File: src/rtl/hello_frame_decoder.sv
// HELLO banner receive decoder: maps five 7-segment codes back to characters and reports
// the rotation index (0..4) that produced the frame. Optional CHARS output under HELLO_DEC_CHARS_EN.
module hello_frame_decoder #(
  parameter int TIMEOUT = 1024
) (
  input  logic       clk,
  input  logic       rst,
  input  logic [6:0] seg_in,
  input  logic       seg_valid,
  input  logic       seg_start,
  output logic       seg_ready,
  output logic [2:0] rot,
  output logic       rot_valid,
  output logic       rot_err
`ifdef HELLO_DEC_CHARS_EN
  ,
  output logic [14:0] chars
`endif
);

  typedef enum logic {COLLECT, CHECK} state_t;

  localparam int CW = (TIMEOUT > 1) ? $clog2(TIMEOUT) : 1;
  localparam logic [2:0] BAD_CODE = 3'd7;

  state_t          state, state_next;
  logic [2:0]      idx;
  logic            bad;
  logic [CW-1:0]   idle_cnt;
  logic [2:0]      codes [5];

  logic            take;
  logic [2:0]      wr_idx;
  logic [2:0]      wr_code;
  logic            match;
  logic [2:0]      match_rot;

  function automatic logic [2:0] decode(input logic [6:0] s);
    case (s)
      7'b0001001: decode = 3'd0; // H
      7'b0000110: decode = 3'd1; // E
      7'b1000111: decode = 3'd2; // L
      7'b1000000: decode = 3'd3; // O
      default:    decode = BAD_CODE;
    endcase
  endfunction

  // Character k of the unrotated banner H,E,L,L,O.
  function automatic logic [2:0] base_char(input int k);
    case (k)
      0:       base_char = 3'd0;
      1:       base_char = 3'd1;
      2, 3:    base_char = 3'd2;
      default: base_char = 3'd3;
    endcase
  endfunction

  assign wr_idx  = seg_start ? 3'd0 : idx;
  assign wr_code = decode(seg_in);

  // Rotation r shows base_char((i+r)%5) at digit i; the five rotations are distinct.
  always_comb begin
    logic hit;
    hit       = 1'b0;
    match     = 1'b0;
    match_rot = 3'd0;
    for (int r = 0; r < 5; r++) begin
      hit = 1'b1;
      for (int i = 0; i < 5; i++)
        if (codes[i] != base_char((i + r) % 5)) hit = 1'b0;
      if (hit) begin
        match     = 1'b1;
        match_rot = 3'(r);
      end
    end
  end

  // NOTE: every output of a combinational block gets a default first, so no path infers a latch.
  always_comb begin
    state_next = state;
    seg_ready  = 1'b0;
    take       = 1'b0;
    unique case (state)
      COLLECT: begin
        seg_ready = 1'b1;
        take      = seg_valid;
        if (take && wr_idx == 3'd4) state_next = CHECK;
      end
      CHECK: state_next = COLLECT;
      default: state_next = COLLECT;
    endcase
  end

  // NOTE: state uses non-blocking assignments only; the code store is reset too because its
  // contents are observable through CHARS and must be 0 after reset.
  always_ff @(posedge clk) begin
    if (rst) begin
      state     <= COLLECT;
      idx       <= 3'd0;
      bad       <= 1'b0;
      idle_cnt  <= '0;
      rot       <= 3'd0;
      rot_valid <= 1'b0;
      rot_err   <= 1'b0;
      for (int i = 0; i < 5; i++) codes[i] <= 3'd0;
`ifdef HELLO_DEC_CHARS_EN
      chars     <= 15'd0;
`endif
    end else begin
      state     <= state_next;
      rot_valid <= 1'b0;
      rot_err   <= 1'b0;

      if (take) begin
        codes[wr_idx] <= wr_code;
        bad           <= (bad & ~seg_start) | (wr_code == BAD_CODE);
        idx           <= (wr_idx == 3'd4) ? 3'd0 : 3'(wr_idx + 3'd1);
        idle_cnt      <= '0;
      end else if (state == COLLECT && idx != 3'd0 && TIMEOUT != 0) begin
        // A stalled partial frame is silently dropped once TIMEOUT idle cycles elapse.
        if (idle_cnt == CW'(TIMEOUT - 1)) begin
          idx      <= 3'd0;
          bad      <= 1'b0;
          idle_cnt <= '0;
        end else begin
          idle_cnt <= idle_cnt + 1'b1;
        end
      end else begin
        idle_cnt <= '0;
      end

      if (state == CHECK) begin
        bad <= 1'b0;
        if (match && !bad) begin
          rot_valid <= 1'b1;
          rot       <= match_rot;
        end else begin
          rot_err   <= 1'b1;
        end
`ifdef HELLO_DEC_CHARS_EN
        chars <= {codes[0], codes[1], codes[2], codes[3], codes[4]};
`endif
      end
    end
  end

endmodule
File: config.mk
export PLATFORM = sky130hd
export DESIGN_NAME = hello_frame_decoder
export DESIGN_NICKNAME = d
export VERILOG_FILES = /design/src/rtl/hello_frame_decoder.sv
export SDC_FILE = /design/constraint.sdc
export NUM_CORES = 1
export LEC_CHECK = 0
export BUFFER_PORTS_ARGS = -buffer_cell sky130_fd_sc_hd__buf_2
export CAP_MARGIN = 20
export CORE_MARGIN = 4
export CORE_UTILIZATION = 45
export CTS_BUF_LIST = sky130_fd_sc_hd__clkbuf_4
export DETAILED_ROUTE_END_ITERATION = 8
export PLACE_DENSITY = 0.61
export SLEW_MARGIN = 10
export SYNTH_ARGS = -nofsm -noshare
export SYNTH_HDL_FRONTEND = slang
export SYNTH_SLANG_ARGS = --single-unit
File: constraint.sdc
create_clock -name clk -period 2.15 [get_ports clk]
set_clock_uncertainty 0.05 [all_clocks]
set_input_delay 0.1075 -clock clk [delete_from_list [all_inputs] [get_ports clk]]
set_output_delay 0.1075 -clock clk [all_outputs]
set_load 0.01 [all_outputs]
==> impl_metrics.csv, run 1 <==
group,metric,value,unit
run,drv_cap,0,
timing,fin_crit_sh,84.6,%
critical_path,crit_path_end_kind,"flop",
cells_and_area,fillerInstances,348,
yosys,synth_nets,199,
grt,grt_max_degree,17,
clocking,cts_tree,"built",
timing,tns,0,ns
route,vias_per_cell,5.32,
floorplan,fp-row-count,22,
critical_path,cp_max_fo,5,
yosys,synth.area.mux_share,1.15,%
timing,setup_viol,0,
critical_path,crit_end,"codes[1][2]",
clocking,cts-resized-gates,0,
yosys,async_flop_share,0,%
cells_and_area,layout_common_cells,"nor2_1, dfxtp_1, buf_2",
clocking,clk_path_buf_depth,2,
pwr,p_per_area,599,nW/um^2
clocking,cts_setup_buffers,0,
timing,setup_slack,0.330,ns
grt,grt.total_usage,15.1,%
yosys,synth_area,1740,sq um
critical_path,reg2reg_to,"codes[1][2]",
yosys,synth_edf_count,15,
worst_hold_path,min-delay-start,"seg_valid",
cells_and_area,synthToLayoutAreaGrowth,10.8,%
cells_and_area,final_area,1930,sq um
clocking,clock-root-buffer,"clkbuf_4",
floorplan,die-area,4930,sq um
route,drt_wl_total,3.35,mm
critical_path,ff2ff_path_depth,5,
floorplan,io-pin-count,17,
timing,drv_slew,0,
route,first_iter_violations,54,
timing,tightest_slew,0.465,ns
timing,slew_headroom,68.9,%
timing,max_freq,549,MHz
placed_design,pre_cts_ws,0.366,ns
timing,grt_setup_unrepaired,"no",
timing,holdWs,0.0268,ns
timing,fin_crit,1.82,ns
yosys,yosys_warnings,0,
clocking,path_clk_slew,0.10,ns
route,drc,0,
critical_path,r2r_setup_slack,0.33,ns
floorplan,core_area,3690,sq um
route,vias,1361,
placed_design,io_buffers,16,
route,ant_nets,0,
placed_design,placed_area,1880,sq um
grt,gr-total-overflow,0,
route,wl_per_cell,13.1,microns
critical_path,start_kind,"flop",
yosys,yosys.area_share.simple,33.8,%
pwr,leakagePower,0.714,nW
clocking,htree_levels,2,
yosys,ys.flop_type,"dfxtp_1",
yosys,synth_area_per_cell,9.41,sq um
critical_path,worst-setup-path-type,"reg -> reg",
critical_path,cp.arrival,1.82,ns
grt,grt_pass1_wl,5.87,mm
placed_design,place_hpwl,2.61,mm
cells_and_area,multi_input_area,865,sq um
cells_and_area,layout_commonest_cell,"nor2_1",
grt,antenna_found_initial,0,
critical_path,rr_startpoint,"state",
cells_and_area,drive_gt1_share,16.8,%
timing,hold_violations,0,
cells_and_area,fin_nets,221,
yosys,yosys.area_share.xor_xnor,4.02,%
clocking,clk_latency,0.33,ns
floorplan,start_util,47.2,%
yosys,synth-compound-area-share,8.48,%
route,first_pass_iters,4,
placed_design,place_congestion,0.738,
critical_path,cp.required,2.15,ns
clocking,ctsHoldBuffers,0,
yosys,ys_seq_elements,35,
floorplan,dieHeight,70.2,microns
floorplan,die_w,70.2,microns
pwr,peakVddDrop,0.000218,V
yosys,synthDistinctLibCells,44,
worst_hold_path,holdCritPathClass,"in -> reg",
run_status,status,"completed",
critical_path,crit_path_start,"state",
yosys,synth_cells,185,
yosys,synth_top_family_by_area,"simple AND/OR/NAND/NOR gates",
cells_and_area,antenna_cells,0,
yosys,yosysSeqAreaShare,48.9,%
cells_and_area,seq_area,851,sq um
clocking,cts_inserted_buffers,5,
yosys,synthAdderAreaFrac,2.16,%
grt,grt_pass1_vias,1348,
clocking,cts_sinks,35,
stage by stage:
step | instances | utilization, % | total power, mW
2_1_floorplan | 185 | - | 0.800
3_3_place_gp | 248 | 50.9 | 0.831
4_1_cts | 256 | 52.3 | 1.17
3_5_place_dp | 248 | 50.9 | 0.836
5_1_grt | 256 | 52.3 | 1.21
6_report | 256 | 52.3 | 1.16
worst min-delay path by stage:
stage	to	slack (ns)	cells past startpoint
after floorplan	bad	0.22	2
after global placement	bad	0.37	3
after detailed placement	bad	0.38	3
after CTS	bad	0.006	3
after global routing	bad	0.04	3
final	bad	0.03	3
power breakdown:
group          internal, mW  leakage (nW)  switching (mW)
clock                 0.134        0.0307           0.202
sequential            0.713         0.317          0.0188
combinational        0.0373         0.366          0.0513
cell families after synthesis:
logic type / count (synthesis)
muxes: 2
adders and majority gates: 3
buffers and inverters: 7
AOI/OAI and AO/OA: 23
DFF: 35
and+or+nand+nor: 107
xor gates and xnor gates: 8
sequential cells by signal, indices dropped and copies added (netlist names):
signal and cells:
codes 15, idle_cnt 10, idx 3, rot 3, bad 1, rot_err 1, rot_valid 1, state 1
layer usage:
| metal | up-vias | track usage, % | share of wire [%] |
|---|---|---|---|
| met5 | - | 0 | 0 |
| met4 | 0 | 7.02 | 1.1 |
| met3 | 4 | 4.46 | 4.7 |
| met2 | 29 | 26.0 | 50 |
| met1 | 626 | 17.1 | 44 |
| li1 | 702 | - | - |
layout make-up:
cell class,instances,share of cell area [%]
clock buffers,6,2.33
clock inverters,2,0.389
inverters,6,1.17
multi-input cells,143,44.8
flip-flops and latches,35,44.1
well taps,48,3.11
repair buffers,16,4.15
critical path, cell delays in order (launching register included):
cell and delay, ns:
dfxtp_1 0.36, inv_2 0.09, nand2_1 0.10, or2_2 0.33
or4_4 0.45, nand2b_1 0.16
cells in the mapped netlist, drive strengths merged (2+ instances only):
cell type	number	area (sq um)
nor2	43	161
dfxtp	20	400
edfxtp	15	450
nand2b	10	62.6
nor3	10	65.1
nand2	9	33.8
a21oi	8	43.8
inv	6	22.5
nand4	6	37.5
xnor2	6	52.6
nand3	5	25.0
o21ai	5	25.0
nor2b	4	25.0
and3	3	18.8
ha	3	37.5
a211oi	2	15.0
and4bb	2	25.0
mux2i	2	20.0
nor4	2	12.5
nor4b	2	32.5
or2	2	12.5
or4	2	18.8
xor2	2	17.5
(Power assumes the default switching activity.)
==> run 2: changes to the inputs <==
--- a/config.mk
+++ b/config.mk
@@ -11,7 +11,7 @@
 export CORE_UTILIZATION = 45
 export CTS_BUF_LIST = sky130_fd_sc_hd__clkbuf_4
 export DETAILED_ROUTE_END_ITERATION = 8
-export PLACE_DENSITY = 0.61
+export PLACE_DENSITY = 0.64
 export SLEW_MARGIN = 10
 export SYNTH_ARGS = -nofsm -noshare
 export SYNTH_HDL_FRONTEND = slang
==> constraint.sdc (replaced) <==
create_clock -name clk -period 1.55 [get_ports clk]
set_clock_uncertainty 0.05 [all_clocks]
set_input_delay 0.0775 -clock clk [delete_from_list [all_inputs] [get_ports clk]]
set_output_delay 0.0775 -clock clk [all_outputs]
set_load 0.01 [all_outputs]
==> impl_metrics.csv, run 2 (synthesis results as in run 1) <==
group,metric,value,unit
grt,grt_pass1_vias,1480,
route,vias_per_cell,5.25,
critical_path,r2r_setup_slack,-0.20,ns
floorplan,fp-row-count,22,
grt,antenna_found_initial,0,
timing,fin_crit,1.75,ns
placed_design,io_buffers,16,
timing,tightest_slew,0.350,ns
critical_path,cp_max_fo,3,
clocking,clk_path_buf_depth,2,
critical_path,crit_path_start,"codes[4][2]",
timing,hold_violations,0,
clocking,cts_sinks,35,
timing,grt_setup_unrepaired,"yes",
route,first_iter_violations,52,
cells_and_area,top_register,"codes",
cells_and_area,top_regs,"codes: 15 flops, idle_cnt: 10 flops",
route,drt_wl_total,3.89,mm
grt,grt.total_usage,15.9,%
timing,slew_headroom,76.4,%
cells_and_area,drive_gt1_share,38.3,%
route,drc,0,
timing,tns,-0.790,ns
grt,grt_pass1_wl,6.24,mm
timing,fin_crit_sh,113,%
clocking,cts_tree,"built",
floorplan,io-pin-count,17,
critical_path,start_kind,"flop",
cells_and_area,layout_commonest_cell,"nor2_1",
pwr,leakagePower,0.930,nW
timing,max_freq,572,MHz
grt,grt_max_degree,12,
critical_path,cp.arrival,1.93,ns
clocking,cts_inserted_buffers,5,
timing,holdWs,0.0378,ns
critical_path,cp.required,1.74,ns
critical_path,rr_startpoint,"codes[4][2]",
floorplan,dieHeight,70.2,microns
timing,drv_slew,0,
grt,grtUsageMet2,28.5,%
cells_and_area,layout_common_cells,"nor2_1, buf_4, buf_2",
run_status,violations,"setup timing",
clocking,clk_latency,0.34,ns
critical_path,ff2ff_path_depth,6,
timing,setup_viol,9,
route,vias,1513,
worst_hold_path,holdCritPathClass,"in -> reg",
timing,setup_slack,-0.198,ns
critical_path,reg2reg_to,"rot[1]",
grt,gr-total-overflow,0,
clocking,htree_levels,2,
route,wl_per_cell,13.5,microns
critical_path,worst-setup-path-type,"reg -> reg",
run_status,status,"finished, violations left",
critical_path,crit_path_end_kind,"flop",
clocking,path_clk_slew,0.10,ns
placed_design,place_hpwl,3.03,mm
worst_hold_path,min_path_cells,3,
cells_and_area,fin_util,63.0,%
route,first_pass_iters,4,
cells_and_area,fin_nets,253,
critical_path,crit_end,"rot[1]",
pwr,peakVddDrop,0.000557,V
grt,use_met1,17.2,%
grt,grt_busiest_layer,"met2",
pwr,p_per_area,783,nW/um^2
cells_and_area,largest_reg_flops,15,
route,ant_nets,0,
floorplan,start_util,47.2,%
clocking,clock-root-buffer,"clkbuf_4",
cells_and_area,synthToLayoutAreaGrowth,33.5,%
grt,grt_util_met3,4.46,%
floorplan,core_area,3690,sq um
placed_design,place_congestion,0.881,
run,drv_cap,0,
floorplan,die-area,4930,sq um
floorplan,die_w,70.2,microns
cells_and_area,antenna_cells,0,
-- run 2: cell type report --
class | count | area, sq um
fill | 319 | 1360
multi-input combinational | 143 | 985
sequential | 35 | 857
timing repair buffer | 48 | 324
tap | 48 | 60.1
clock inverter | 3 | 38.8
clock buffer | 5 | 37.5
inverter | 6 | 22.5
-- run 2: worst min-delay path by stage --
stage | start | to | slack, ns
final | rst | rot_valid | 0.04
after global routing | seg_start | idx[0] | 0.03
after CTS | rst | rot[1] | 0.01
after detailed placement | rst | idx[0] | 0.38
after global placement | rst | rot[1] | 0.37
after floorplan | seg_valid | bad | 0.18
-- run 2: power breakdown --
| part | switching, mW | total (mW) | internal [mW] |
|---|---|---|---|
| logic | 0.0890 | 0.176 | 0.0868 |
| clock network | 0.299 | 0.631 | 0.332 |
| registers | 0.0248 | 1.01 | 0.990 |
| total | 0.413 | 1.82 | 1.41 |
-- run 2: critical path, cell delays in order, from the launching register on --
cell and delay, ns:
edfxtp_1 0.47, nor4b_4 0.35, nand4_1 0.14, a21oi_2 0.23
nor2_1 0.07, o21ai_0 0.24, a21oi_2 0.09
-- run 2: repair_timing --
| item | CTS | global route |
|---|---|---|
| hold buffers | 0 | 0 |
| setup buffers | 4 | 2 |
| resized for setup | 4 | 23 |
| pin swaps | 4 | 5 |
| setup endpoints to repair | 14 | 35 |
-- run 2: metrics by stage --
stage                     cells  cell area, sq um  setup slack [ns]  total power [mW]
after floorplan             185              1760            -0.119              1.11
after global placement      274              2090           -0.0533              1.18
after detailed placement    274              2090            -0.158              1.19
after CTS                   286              2210            -0.155              1.82
after global routing        288              2320            -0.334              1.90
final                       288              2320            -0.198              1.82
-- run 2: layer usage --
layer / share of wire (%) / vias up / wire, microns
met5: 0 / - / 0
met4: 2.6 / 0 / 100
met3: 4.1 / 10 / 161
met2: 53 / 31 / 2070
met1: 40 / 704 / 1560
li1: - / 768 / -
